[config.mk]
export PLATFORM = sky130hd
export DESIGN_NAME = maxpool_layer_rd_flat
export DESIGN_NICKNAME = d
export VERILOG_FILES = /design/src/rtl/maxpool_layer_rd_if.sv /design/src/rtl/maxpool_layer_rd.sv /design/src/flat_wrapper.sv
export SDC_FILE = /design/constraint.sdc
export NUM_CORES = 1
export LEC_CHECK = 0
export ABC_AREA = 1
export CAP_MARGIN = 0
export CORE_ASPECT_RATIO = 1.5
export CORE_MARGIN = 4
export CORE_UTILIZATION = 40
export DETAILED_ROUTE_END_ITERATION = 8
export PLACE_DENSITY = 0.65
export SYNTH_ARGS = -nofsm -noshare
export SYNTH_HDL_FRONTEND = slang
export SYNTH_SLANG_ARGS = --single-unit
[constraint.sdc]
create_clock -name clk -period 5 [get_ports clk]
set_input_delay 0.5 -clock clk [delete_from_list [all_inputs] [get_ports clk]]
set_output_delay 0.5 -clock clk [all_outputs]
set_load 0.05 [all_outputs]
[src/rtl/maxpool_layer_rd_if.sv]
// Layer-memory port of the 2x2 max-pooling engine: start/busy/done handshake plus
// the read (crd/caddr_rd/cdata_rd) and write (cwr/caddr_wr/cdata_wr) buses.
interface maxpool_layer_rd_if #(
  parameter int DATA_WIDTH = 20,
  parameter int ADDR_WIDTH = 12
);
  logic                  start;
  logic                  busy;
  logic                  done;
  logic                  crd;
  logic [ADDR_WIDTH-1:0] caddr_rd;
  logic [DATA_WIDTH-1:0] cdata_rd;
  logic                  cwr;
  logic [ADDR_WIDTH-1:0] caddr_wr;
  logic [DATA_WIDTH-1:0] cdata_wr;
  logic [2:0]            csel;

  modport master (
    input  start, cdata_rd,
    output busy, done, crd, caddr_rd, cwr, caddr_wr, cdata_wr, csel
  );

  modport slave (
    output start, cdata_rd,
    input  busy, done, crd, caddr_rd, cwr, caddr_wr, cdata_wr, csel
  );
endinterface

[src/rtl/maxpool_layer_rd.sv]
// 2x2 stride-2 max-pooling engine: reads the layer-0 map, writes the pooled map. Define MAXPOOL_CEIL_EN to round results up.
// States: IDLE wait start | RD0..RD3 fetch window words | LAST fold 4th word | WR store result | DONE one-cycle pulse
module maxpool_layer_rd #(
  parameter int         DATA_WIDTH  = 20,
  parameter int         ADDR_WIDTH  = 12,
  parameter int         IMAGE_WIDTH = 64,
  parameter int         FRAC_BITS   = 4,
  parameter logic [2:0] RD_CSEL     = 3'b001,
  parameter logic [2:0] WR_CSEL     = 3'b011
) (
  input logic                clk,
  input logic                reset,
  maxpool_layer_rd_if.master bus
);
  localparam int OUT_WIDTH = IMAGE_WIDTH / 2;
  localparam int IDX_W     = $clog2(OUT_WIDTH);
  localparam logic [IDX_W-1:0] IDX_LAST = IDX_W'(OUT_WIDTH - 1);

  typedef enum logic [2:0] {
    S_IDLE, S_RD0, S_RD1, S_RD2, S_RD3, S_LAST, S_WR, S_DONE
  } state_t;

  state_t state, state_nxt;

  logic [IDX_W-1:0]             row, col;
  logic signed [DATA_WIDTH-1:0] rd_word, max_q, max_nxt;
  logic [DATA_WIDTH-1:0]        pooled_word;
  logic [ADDR_WIDTH-1:0]        base_addr, out_addr, rd_addr;
  logic [ADDR_WIDTH-1:0]        wr_addr_q;
  logic [DATA_WIDTH-1:0]        wr_data_q;
  logic                         rd_strobe;
  logic [2:0]                   csel_dec;

  assign base_addr = ADDR_WIDTH'(2 * IMAGE_WIDTH * int'(row) + 2 * int'(col));
  assign out_addr  = ADDR_WIDTH'(OUT_WIDTH * int'(row) + int'(col));
  assign rd_word   = $signed(bus.cdata_rd);

  always_ff @(posedge clk or negedge reset) begin
    if (!reset) begin
      state <= S_IDLE;
    end else begin
      state <= state_nxt;
    end
  end

  always_comb begin
    state_nxt = state;
    case (state)
      S_IDLE:  if (bus.start) state_nxt = S_RD0;
      S_RD0:   state_nxt = S_RD1;
      S_RD1:   state_nxt = S_RD2;
      S_RD2:   state_nxt = S_RD3;
      S_RD3:   state_nxt = S_LAST;
      S_LAST:  state_nxt = S_WR;
      S_WR:    state_nxt = (row == IDX_LAST && col == IDX_LAST) ? S_DONE : S_RD0;
      S_DONE:  state_nxt = S_IDLE;
      default: state_nxt = S_IDLE;
    endcase
  end

  // Memory returns data one cycle after the address, so RD1 sees the word fetched in RD0.
  always_comb begin
    max_nxt = max_q;
    if (state == S_RD1) begin
      max_nxt = rd_word;
    end else if ((state inside {S_RD2, S_RD3, S_LAST}) && (rd_word > max_q)) begin
      max_nxt = rd_word;
    end
  end

`ifdef MAXPOOL_CEIL_EN
  localparam logic [DATA_WIDTH-1:0] INT_MAX =
    {1'b0, {(DATA_WIDTH-FRAC_BITS-1){1'b1}}, {FRAC_BITS{1'b0}}};
  localparam logic [DATA_WIDTH-1:0] ONE = DATA_WIDTH'(1) << FRAC_BITS;
  logic [DATA_WIDTH-1:0] trunc_word;

  always_comb begin
    trunc_word  = {max_nxt[DATA_WIDTH-1:FRAC_BITS], {FRAC_BITS{1'b0}}};
    pooled_word = max_nxt;
    if (max_nxt[FRAC_BITS-1:0] != '0) begin
      pooled_word = (trunc_word == INT_MAX) ? INT_MAX : trunc_word + ONE;
    end
  end
`else
  assign pooled_word = {max_nxt[DATA_WIDTH-1:FRAC_BITS], max_nxt[FRAC_BITS-1:0]};
`endif

  always_ff @(posedge clk or negedge reset) begin
    if (!reset) begin
      row       <= '0;
      col       <= '0;
      max_q     <= '0;
      wr_addr_q <= '0;
      wr_data_q <= '0;
    end else begin
      max_q <= max_nxt;
      if (state == S_LAST) begin
        wr_addr_q <= out_addr;
        wr_data_q <= pooled_word;
      end
      if (state == S_WR) begin
        col <= (col == IDX_LAST) ? '0 : col + IDX_W'(1);
        if (col == IDX_LAST) begin
          row <= (row == IDX_LAST) ? '0 : row + IDX_W'(1);
        end
      end else if (state == S_DONE || state == S_IDLE) begin
        row <= '0;
        col <= '0;
      end
    end
  end

  always_comb begin
    rd_strobe = 1'b0;
    rd_addr   = '0;
    csel_dec  = 3'b000;
    case (state)
      S_RD0: begin
        rd_strobe = 1'b1;
        rd_addr   = base_addr;
        csel_dec  = RD_CSEL;
      end
      S_RD1: begin
        rd_strobe = 1'b1;
        rd_addr   = base_addr + ADDR_WIDTH'(1);
        csel_dec  = RD_CSEL;
      end
      S_RD2: begin
        rd_strobe = 1'b1;
        rd_addr   = base_addr + ADDR_WIDTH'(IMAGE_WIDTH);
        csel_dec  = RD_CSEL;
      end
      S_RD3: begin
        rd_strobe = 1'b1;
        rd_addr   = base_addr + ADDR_WIDTH'(IMAGE_WIDTH + 1);
        csel_dec  = RD_CSEL;
      end
      S_LAST:  csel_dec = RD_CSEL;
      S_WR:    csel_dec = WR_CSEL;
      default: csel_dec = 3'b000;
    endcase
  end

  assign bus.busy     = (state != S_IDLE);
  assign bus.done     = (state == S_DONE);
  assign bus.crd      = rd_strobe;
  assign bus.caddr_rd = rd_addr;
  assign bus.cwr      = (state == S_WR);
  assign bus.caddr_wr = wr_addr_q;
  assign bus.cdata_wr = wr_data_q;
  assign bus.csel     = csel_dec;
endmodule

[src/flat_wrapper.sv]
// flat-port wrapper written by rule: the top's interface ports become plain ports
module maxpool_layer_rd_flat 
#(
  parameter int         DATA_WIDTH  = 20,
  parameter int         ADDR_WIDTH  = 12,
  parameter int         IMAGE_WIDTH = 64,
  parameter int         FRAC_BITS   = 4,
  parameter logic [2:0] RD_CSEL     = 3'b001,
  parameter logic [2:0] WR_CSEL     = 3'b011
)
  (clk, reset, bus_start, bus_cdata_rd, bus_busy, bus_done, bus_crd, bus_caddr_rd, bus_cwr, bus_caddr_wr, bus_cdata_wr, bus_csel);
  maxpool_layer_rd_if #(.DATA_WIDTH(DATA_WIDTH), .ADDR_WIDTH(ADDR_WIDTH)) bus_i ();
  input logic clk;
  input logic reset;
  input wire logic [$bits(bus_i.start)-1:0] bus_start;
  input wire logic [$bits(bus_i.cdata_rd)-1:0] bus_cdata_rd;
  output wire logic [$bits(bus_i.busy)-1:0] bus_busy;
  output wire logic [$bits(bus_i.done)-1:0] bus_done;
  output wire logic [$bits(bus_i.crd)-1:0] bus_crd;
  output wire logic [$bits(bus_i.caddr_rd)-1:0] bus_caddr_rd;
  output wire logic [$bits(bus_i.cwr)-1:0] bus_cwr;
  output wire logic [$bits(bus_i.caddr_wr)-1:0] bus_caddr_wr;
  output wire logic [$bits(bus_i.cdata_wr)-1:0] bus_cdata_wr;
  output wire logic [$bits(bus_i.csel)-1:0] bus_csel;
  assign bus_i.start = bus_start;
  assign bus_i.cdata_rd = bus_cdata_rd;
  assign bus_busy = bus_i.busy;
  assign bus_done = bus_i.done;
  assign bus_crd = bus_i.crd;
  assign bus_caddr_rd = bus_i.caddr_rd;
  assign bus_cwr = bus_i.cwr;
  assign bus_caddr_wr = bus_i.caddr_wr;
  assign bus_cdata_wr = bus_i.cdata_wr;
  assign bus_csel = bus_i.csel;
  maxpool_layer_rd #(.DATA_WIDTH(DATA_WIDTH), .ADDR_WIDTH(ADDR_WIDTH), .IMAGE_WIDTH(IMAGE_WIDTH), .FRAC_BITS(FRAC_BITS), .RD_CSEL(RD_CSEL), .WR_CSEL(WR_CSEL)) u_core (.clk(clk), .reset(reset), .bus(bus_i));
endmodule
==> impl_metrics.env, run 1 <==
export IMPL_critical_path_startpoint_type="flip-flop"
export IMPL_grt_max_degree=64
export IMPL_ys_warnings_count=0
export IMPL_critical_path_max_stage_delay_ns=0.83
export IMPL_hpwlAfterDp_mm=5.46
export IMPL_final_setup_tns_ns=0
export IMPL_fin_total_pwr_uw=3050
export IMPL_ys_ff_latch=63
export IMPL_synth_top_family_by_area="simple AND/OR/NAND/NOR gates"
export IMPL_detail_route_vias_per_cell=4.71
export IMPL_crit_path_max_fanout=23
export IMPL_first_global_vias=3067
export IMPL_cpLargestDelayFamily="buffers and inverters"
export IMPL_total_leakage_power_uw=0.00224
export IMPL_cp_required_ns=4.50
export IMPL_setup_repair_after_global_routing_missed_its_margin="false"
export IMPL_post_route_min_period_ns=3.21
export IMPL_design_portCount=74
export IMPL_reg2reg_setup_slack_ns=2.26
export IMPL_cts_clk_slew_worst_paths_ns=0.05
export IMPL_area_growth_pct=29.6
export IMPL_final_ant_viol_nets=0
export IMPL_globalRouteOverflowTotal=0
export IMPL_most_common_cell_after_layout_fill_and_taps_aside="sky130_fd_sc_hd__nand2_1"
export IMPL_timing_critical_path_arrival_ns=2.71
export IMPL_synth_compound_area_share=0.0586
export IMPL_cp_buffers_inverters=2
export IMPL_cts_repair_timing_setup_buffer_count=0
export IMPL_wire_per_inst_um=12.9
export IMPL_worstSetupPathType="reg -> out"
export IMPL_post_cts_resized=0
export IMPL_grt_antenna_before_repair=0
export IMPL_achievable_frequency_mhz=312
export IMPL_path_cells="inv_1 > nand3_1 > nand2_1 > clkdlybuf4s50_1"
export IMPL_remaining_drc_errors=0
export IMPL_cts_tree="yes"
export IMPL_layout_cells_most_common_list="110 x sky130_fd_sc_hd__nand2_1, 69 x sky130_fd_sc_hd__inv_1, 69 x sky130_fd_sc_hd__clkdlybuf4s50_1"
export IMPL_drtPass1Iterations=4
export IMPL_mux_share_of_post_synthesis_cell_area=0
export IMPL_row_cnt=41
export IMPL_floorplan_initialDensity=0.408
export IMPL_finalSetupViolations=0
export IMPL_tightestPinTransition_ns=1.20
export IMPL_finalCritPeriodShare=0.641
export IMPL_post_synth_edffs=0
export IMPL_dieHeight_um=121
export IMPL_clk_insertion_delay_late_ns=0.33
export IMPL_ctsLongestPathBuffers=2
export IMPL_global_route_wire_length_before_repair_mm=13.5
export IMPL_synth_fa_ha_area_frac=0.0879
export IMPL_fp_dieW_um=83.4
export IMPL_postSynthCellCount=428
export IMPL_cts_hold_repair_buffers=0
export IMPL_ff2ff_path_depth=13
export IMPL_finalHoldViolCount=0
export IMPL_power_per_standard_cell_area_nw_per_um2=690
export IMPL_antenna_cells=0
export IMPL_dr_total_vias=2862
export IMPL_crit_path_start="u_core.state[0]$_DFFE_PN0P_"
export IMPL_synth_xor_area_share=0.00513
export IMPL_seq_area_frac_synth=0.462
export IMPL_floorplan_core_area_sq_um=8360
export IMPL_syn_std_cell_area_sq_um=3410
export IMPL_synth_async_sr_flop_share=1.00
export IMPL_post_synth_and_or_nand_nor_area_fraction=0.277
export IMPL_final_core_area_utilization=0.529
export IMPL_fillerInstances=801
export IMPL_synth_lib_cells_used_distinct=27
export IMPL_worst_ir_drop_vdd_v=0.000372
export IMPL_clock_root_buffer="sky130_fd_sc_hd__clkbuf_16"
export IMPL_crit_reg2reg_capture="u_core.bus.cdata_wr[17]$_DFFE_PN0P_"
export IMPL_number_of_drc_violations_after_detailed_routing_iteration_0=153
export IMPL_grt_use_total=0.166
export IMPL_h_tree_levels=3
export IMPL_rr_startpoint="u_core.max_q[19]$_DFF_PN0_"
export IMPL_run_status="finished, final reports clean"
export IMPL_hold_ws_ns=0.363
export IMPL_layout_drive_gt1_share=0.0500
export IMPL_slew_headroom=0.202
export IMPL_end_kind="output pin"
export IMPL_globalplace_congestion=0.743
export IMPL_slew_viol_final=0
export IMPL_finalClockSkew_ns=0.00690
export IMPL_synth_area_per_cell_sq_um=7.98
export IMPL_die_area_sq_um=10100
export IMPL_postRouteWirelength_mm=7.85
export IMPL_cts_inserted_buffers=9
export IMPL_min_path_type="in -> async"
export IMPL_nets=543
export IMPL_cap_violations=0
export IMPL_clock_sink_count=63
export IMPL_io_buffers=70
export IMPL_synth_main_ff_cell="sky130_fd_sc_hd__dfrtp_1"
export IMPL_cell_type_of_the_slowest_stage_on_the_worst_timing_path="sky130_fd_sc_hd__clkdlybuf4s50_1"
==> sequential cells by signal, summed over array words and instances (netlist names) <==
name and count:
u_core.bus.caddr_wr 10, u_core.bus.cdata_wr 20, u_core.col 5, u_core.max_q 20
u_core.row 5, u_core.state 3
==> kinds of logic (layout without fill, tap and decap cells) <==
kind of cell	after synthesis	count (layout)
AND/OR/NAND/NOR	213	213
flip-flops	63	63
XOR/XNOR	2	2
other	1	3
AO/OA/AOI/OAI	36	36
buffers and inverters	89	159
adder cells (fa/ha/maj)	24	24
==> layer usage <==
layer / global-route usage / part of all wire / up-vias
met5: 0 / 0 / -
met2: 0.309 / 0.53 / 60
met4: 0.0664 / 0.0083 / 0
met1: 0.179 / 0.41 / 1339
met3: 0.0408 / 0.048 / 4
li1: - / - / 1459
==> per-stage QoR <==
stage / instance area [sq um] / std cells / setup WS, ns
finish: 4420 / 607 / 1.79
global route: 4420 / 607 / 1.59
CTS: 4420 / 607 / 1.75
detailed placement: 4170 / 592 / 1.66
global placement: 4170 / 592 / 1.74
floorplan: 3420 / 430 / 2.78
==> final cells by class <==
type                       instances  area [sq um]  share of cell area
sequential                        63          1580               0.356
multi-input combinational        278          1470               0.333
tap                              107           134              0.0303
inverter                          72           270              0.0611
clock inverter                     1          5.00             0.00113
timing repair buffer              72           711               0.161
clock buffer                      14           254              0.0574
==> synth_stat cells (3+ instances only) <==
| cell type | instances | share of area |
|---|---|---|
| sky130_fd_sc_hd__nand2_1 | 110 | 0.12 |
| sky130_fd_sc_hd__inv_1 | 69 | 0.076 |
| sky130_fd_sc_hd__dfrtp_1 | 63 | 0.46 |
| sky130_fd_sc_hd__nand3_1 | 49 | 0.072 |
| sky130_fd_sc_hd__nor2_1 | 25 | 0.027 |
| sky130_fd_sc_hd__ha_1 | 24 | 0.088 |
| sky130_fd_sc_hd__and2_1 | 20 | 0.037 |
| sky130_fd_sc_hd__o21ai_0 | 18 | 0.026 |
| sky130_fd_sc_hd__a21oi_1 | 10 | 0.015 |
| sky130_fd_sc_hd__clkbuf_1 | 9 | 0.0099 |
| sky130_fd_sc_hd__buf_4 | 6 | 0.013 |
| sky130_fd_sc_hd__inv_2 | 3 | 0.0033 |
| sky130_fd_sc_hd__o22ai_1 | 3 | 0.0055 |
==> worst max path at each step <==
stage / end / slack [ns] / cells after the start
finish: bus_caddr_rd[0] / 1.79 / 4
global route: bus_caddr_rd[0] / 1.59 / 4
CTS: bus_caddr_rd[0] / 1.75 / 4
detailed placement: u_core.max_q[2]$_DFF_PN0_ / 1.66 / 12
global placement: u_core.bus.cdata_wr[19]$_DFFE_PN0P_ / 1.74 / 13
floorplan: u_core.row[3]$_DFFE_PN0P_ / 2.78 / 8
==> report_power, final <==
part,switching (uW),internal [uW]
clock,206,345
sequential,98.1,711
combinational,1140,555
total,1440,1610
==> worst reg2reg max path: stages (launching register included) <==
cell	delay [ns]
sky130_fd_sc_hd__dfrtp_1	0.32
sky130_fd_sc_hd__inv_1	0.05
sky130_fd_sc_hd__ha_1	0.33
sky130_fd_sc_hd__nand2_1	0.09
sky130_fd_sc_hd__nor2_1	0.14
sky130_fd_sc_hd__nand2_1	0.08
sky130_fd_sc_hd__nor2_1	0.19
sky130_fd_sc_hd__nand2_1	0.10
sky130_fd_sc_hd__nand4_1	0.11
sky130_fd_sc_hd__nand3_2	0.40
sky130_fd_sc_hd__nand2_2	0.52
sky130_fd_sc_hd__nand2_1	0.14
sky130_fd_sc_hd__nand3_1	0.10
sky130_fd_sc_hd__nand2_1	0.06
Note: power is estimated with default switching activity, not from simulation.
==> run 2, diff against run 1 <==
- PLACE_DENSITY: 0.65 -> 0.68
- clock period: 5 -> 2.6 ns (I/O delays scaled with it)
==> impl_metrics.env, run 2 (synthesis results as in run 1) <==
export IMPL_nets=554
export IMPL_min_path_type="reg -> reg"
export IMPL_final_ant_viol_nets=0
export IMPL_floorplan_initialDensity=0.408
export IMPL_clockPowerShare=0.172
export IMPL_globalRouteOverflowTotal=0
export IMPL_finalClockSkew_ns=0.00700
export IMPL_critical_path_startpoint_type="flip-flop"
export IMPL_remaining_drc_errors=0
export IMPL_global_route_wire_length_before_repair_mm=13.6
export IMPL_clock_root_buffer="sky130_fd_sc_hd__clkbuf_16"
export IMPL_hold_ws_ns=0.477
export IMPL_power_internal_uw=3240
export IMPL_ctsLongestPathBuffers=2
export IMPL_switching_share=0.465
export IMPL_dr_total_vias=2908
export IMPL_achievable_frequency_mhz=397
export IMPL_final_setup_tns_ns=0
export IMPL_area_growth_pct=33.6
export IMPL_clk_insertion_delay_late_ns=0.33
export IMPL_design_portCount=74
export IMPL_drtPass1Iterations=6
export IMPL_grt_max_degree=39
export IMPL_slew_headroom=0.587
export IMPL_die_area_sq_um=10100
export IMPL_worst_ir_drop_vdd_v=0.000623
export IMPL_most_common_cell_after_layout_fill_and_taps_aside="sky130_fd_sc_hd__nand2_1"
export IMPL_finalCritPeriodShare=0.968
export IMPL_power_frac_comb=0.572
export IMPL_postRouteWirelength_mm=7.96
export IMPL_cp_required_ns=2.34
export IMPL_cpLargestDelayFamily="buffers and inverters"
export IMPL_rr_startpoint="u_core.max_q[19]$_DFF_PN0_"
export IMPL_layout_cells_most_common_list="110 x sky130_fd_sc_hd__nand2_1, 69 x sky130_fd_sc_hd__inv_1, 63 x sky130_fd_sc_hd__dfrtp_1"
export IMPL_layout_cell_area_non_filler_sq_um=4560
export IMPL_slew_viol_final=0
export IMPL_detail_route_vias_per_cell=4.70
export IMPL_power_per_standard_cell_area_nw_per_um2=1330
export IMPL_cts_inserted_buffers=9
export IMPL_row_cnt=41
export IMPL_crit_path_start="u_core.state[0]$_DFFE_PN0P_"
export IMPL_run_status="finished, final reports clean"
export IMPL_total_leakage_power_uw=0.00243
export IMPL_cts_tree="yes"
export IMPL_grt_antenna_before_repair=0
export IMPL_clock_sink_count=63
export IMPL_timing_critical_path_arrival_ns=2.26
export IMPL_grt_use_total=0.169
export IMPL_cts_clk_slew_worst_paths_ns=0.05
export IMPL_first_global_vias=2979
export IMPL_wire_per_inst_um=12.9
export IMPL_number_of_drc_violations_after_detailed_routing_iteration_0=115
export IMPL_finalSetupViolations=0
export IMPL_worstSetupPathType="reg -> out"
export IMPL_layout_drive_gt1_share=0.0703
export IMPL_seqPwrFrac=0.256
export IMPL_cp_buffers_inverters=2
export IMPL_hpwlAfterDp_mm=5.86
export IMPL_min_delay_start="u_core.bus.cdata_wr[18]$_DFFE_PN0P_"
export IMPL_post_route_min_period_ns=2.52
export IMPL_finalHoldViolCount=0
export IMPL_p_sw_uw=2820
export IMPL_path_cells="inv_1 > a21oi_1 > nor2_4 > nor2_1 > clkdlybuf4s50_1"
export IMPL_crit_path_max_fanout=11
export IMPL_dieHeight_um=121
export IMPL_tightestPinTransition_ns=0.620
export IMPL_critical_path_max_stage_delay_ns=0.81
export IMPL_cap_violations=0
export IMPL_h_tree_levels=3
export IMPL_io_buffers=70
export IMPL_cell_type_of_the_slowest_stage_on_the_worst_timing_path="sky130_fd_sc_hd__clkdlybuf4s50_1"
export IMPL_cts_repair_timing_setup_buffer_count=0
export IMPL_setup_repair_after_global_routing_missed_its_margin="false"
export IMPL_antenna_cells=0
export IMPL_fp_dieW_um=83.4
export IMPL_dpl_instance_area_sq_um=4280
export IMPL_globalplace_congestion=0.841
export IMPL_end_kind="output pin"
export IMPL_floorplan_core_area_sq_um=8360
==> run 2: layout make-up <==
type                    instances  area (sq um)
clock buffers                  15           248
clock inverters                 1          5.00
fillers                       773          3800
inverters                      72           270
multi-input cells             278          1480
flip-flops and latches         63          1580
well taps                     107           134
repair buffers                 83           848
==> run 2: worst paths after layout <==
| check | to | slack, ns | cells after the start |
|---|---|---|---|
| worst min register to register | u_core.bus.cdata_wr[18]$_DFFE_PN0P_ | 0.48 | 2 |
| worst min-delay path | u_core.bus.cdata_wr[18]$_DFFE_PN0P_ | 0.48 | 2 |
| worst max register to register | u_core.max_q[1]$_DFF_PN0_ | 0.41 | 13 |
| worst max-delay path | bus_caddr_rd[9] | 0.08 | 5 |
| max in group asynchronous | u_core.max_q[15]$_DFF_PN0_ | 1.49 | 3 |
| min in group asynchronous | u_core.max_q[13]$_DFF_PN0_ | 0.49 | 2 |
==> run 2: layer usage <==
layer	up-vias	global-route usage	share of wire
met5	-	0	0
met4	0	0.0664	0.020
met3	13	0.0448	0.044
met2	70	0.299	0.51
met1	1337	0.193	0.42
li1	1488	-	-
==> run 2: power groups by stage <==
stage / Clock (uW) / Sequential (uW) / Combinational (uW)
final: 1040 / 1550 / 3460
after global routing: 1110 / 1590 / 3810
after CTS: 1070 / 1560 / 3490
after detailed placement: 0 / 1570 / 3460
after global placement: 0 / 1550 / 3400
after floorplan: 0 / 2150 / 1840
==> run 2: what timing repair did <==
| action | CTS | global route |
|---|---|---|
| gates resized for setup | 1 | 8 |
| cloned | 0 | 0 |
| setup endpoints to repair | 11 | 10 |
| hold buffers | 1 | 0 |
| hold endpoints to repair | 25 | 0 |
==> run 2: stage by stage <==
| stage | total power (uW) | util | worst slack (ns) | cells |
|---|---|---|---|---|
| floorplan | 3980 | - | 0.381 | 430 |
| global placement | 4960 | 0.511 | 0.164 | 602 |
| finish | 6060 | 0.546 | 0.0835 | 619 |
| global route | 6520 | 0.546 | 0.000451 | 619 |
| CTS | 6120 | 0.543 | 0.0633 | 619 |
| detailed placement | 5030 | 0.511 | 0.0685 | 602 |
==> run 2: worst reg2reg max path: cells and delay by family (launching register included) <==
kind	cells	cell delay [ns]
and+or+nand+nor	10	1.19
buffers and inverters	2	0.24
DFF	1	0.32
adders and majority gates	1	0.33
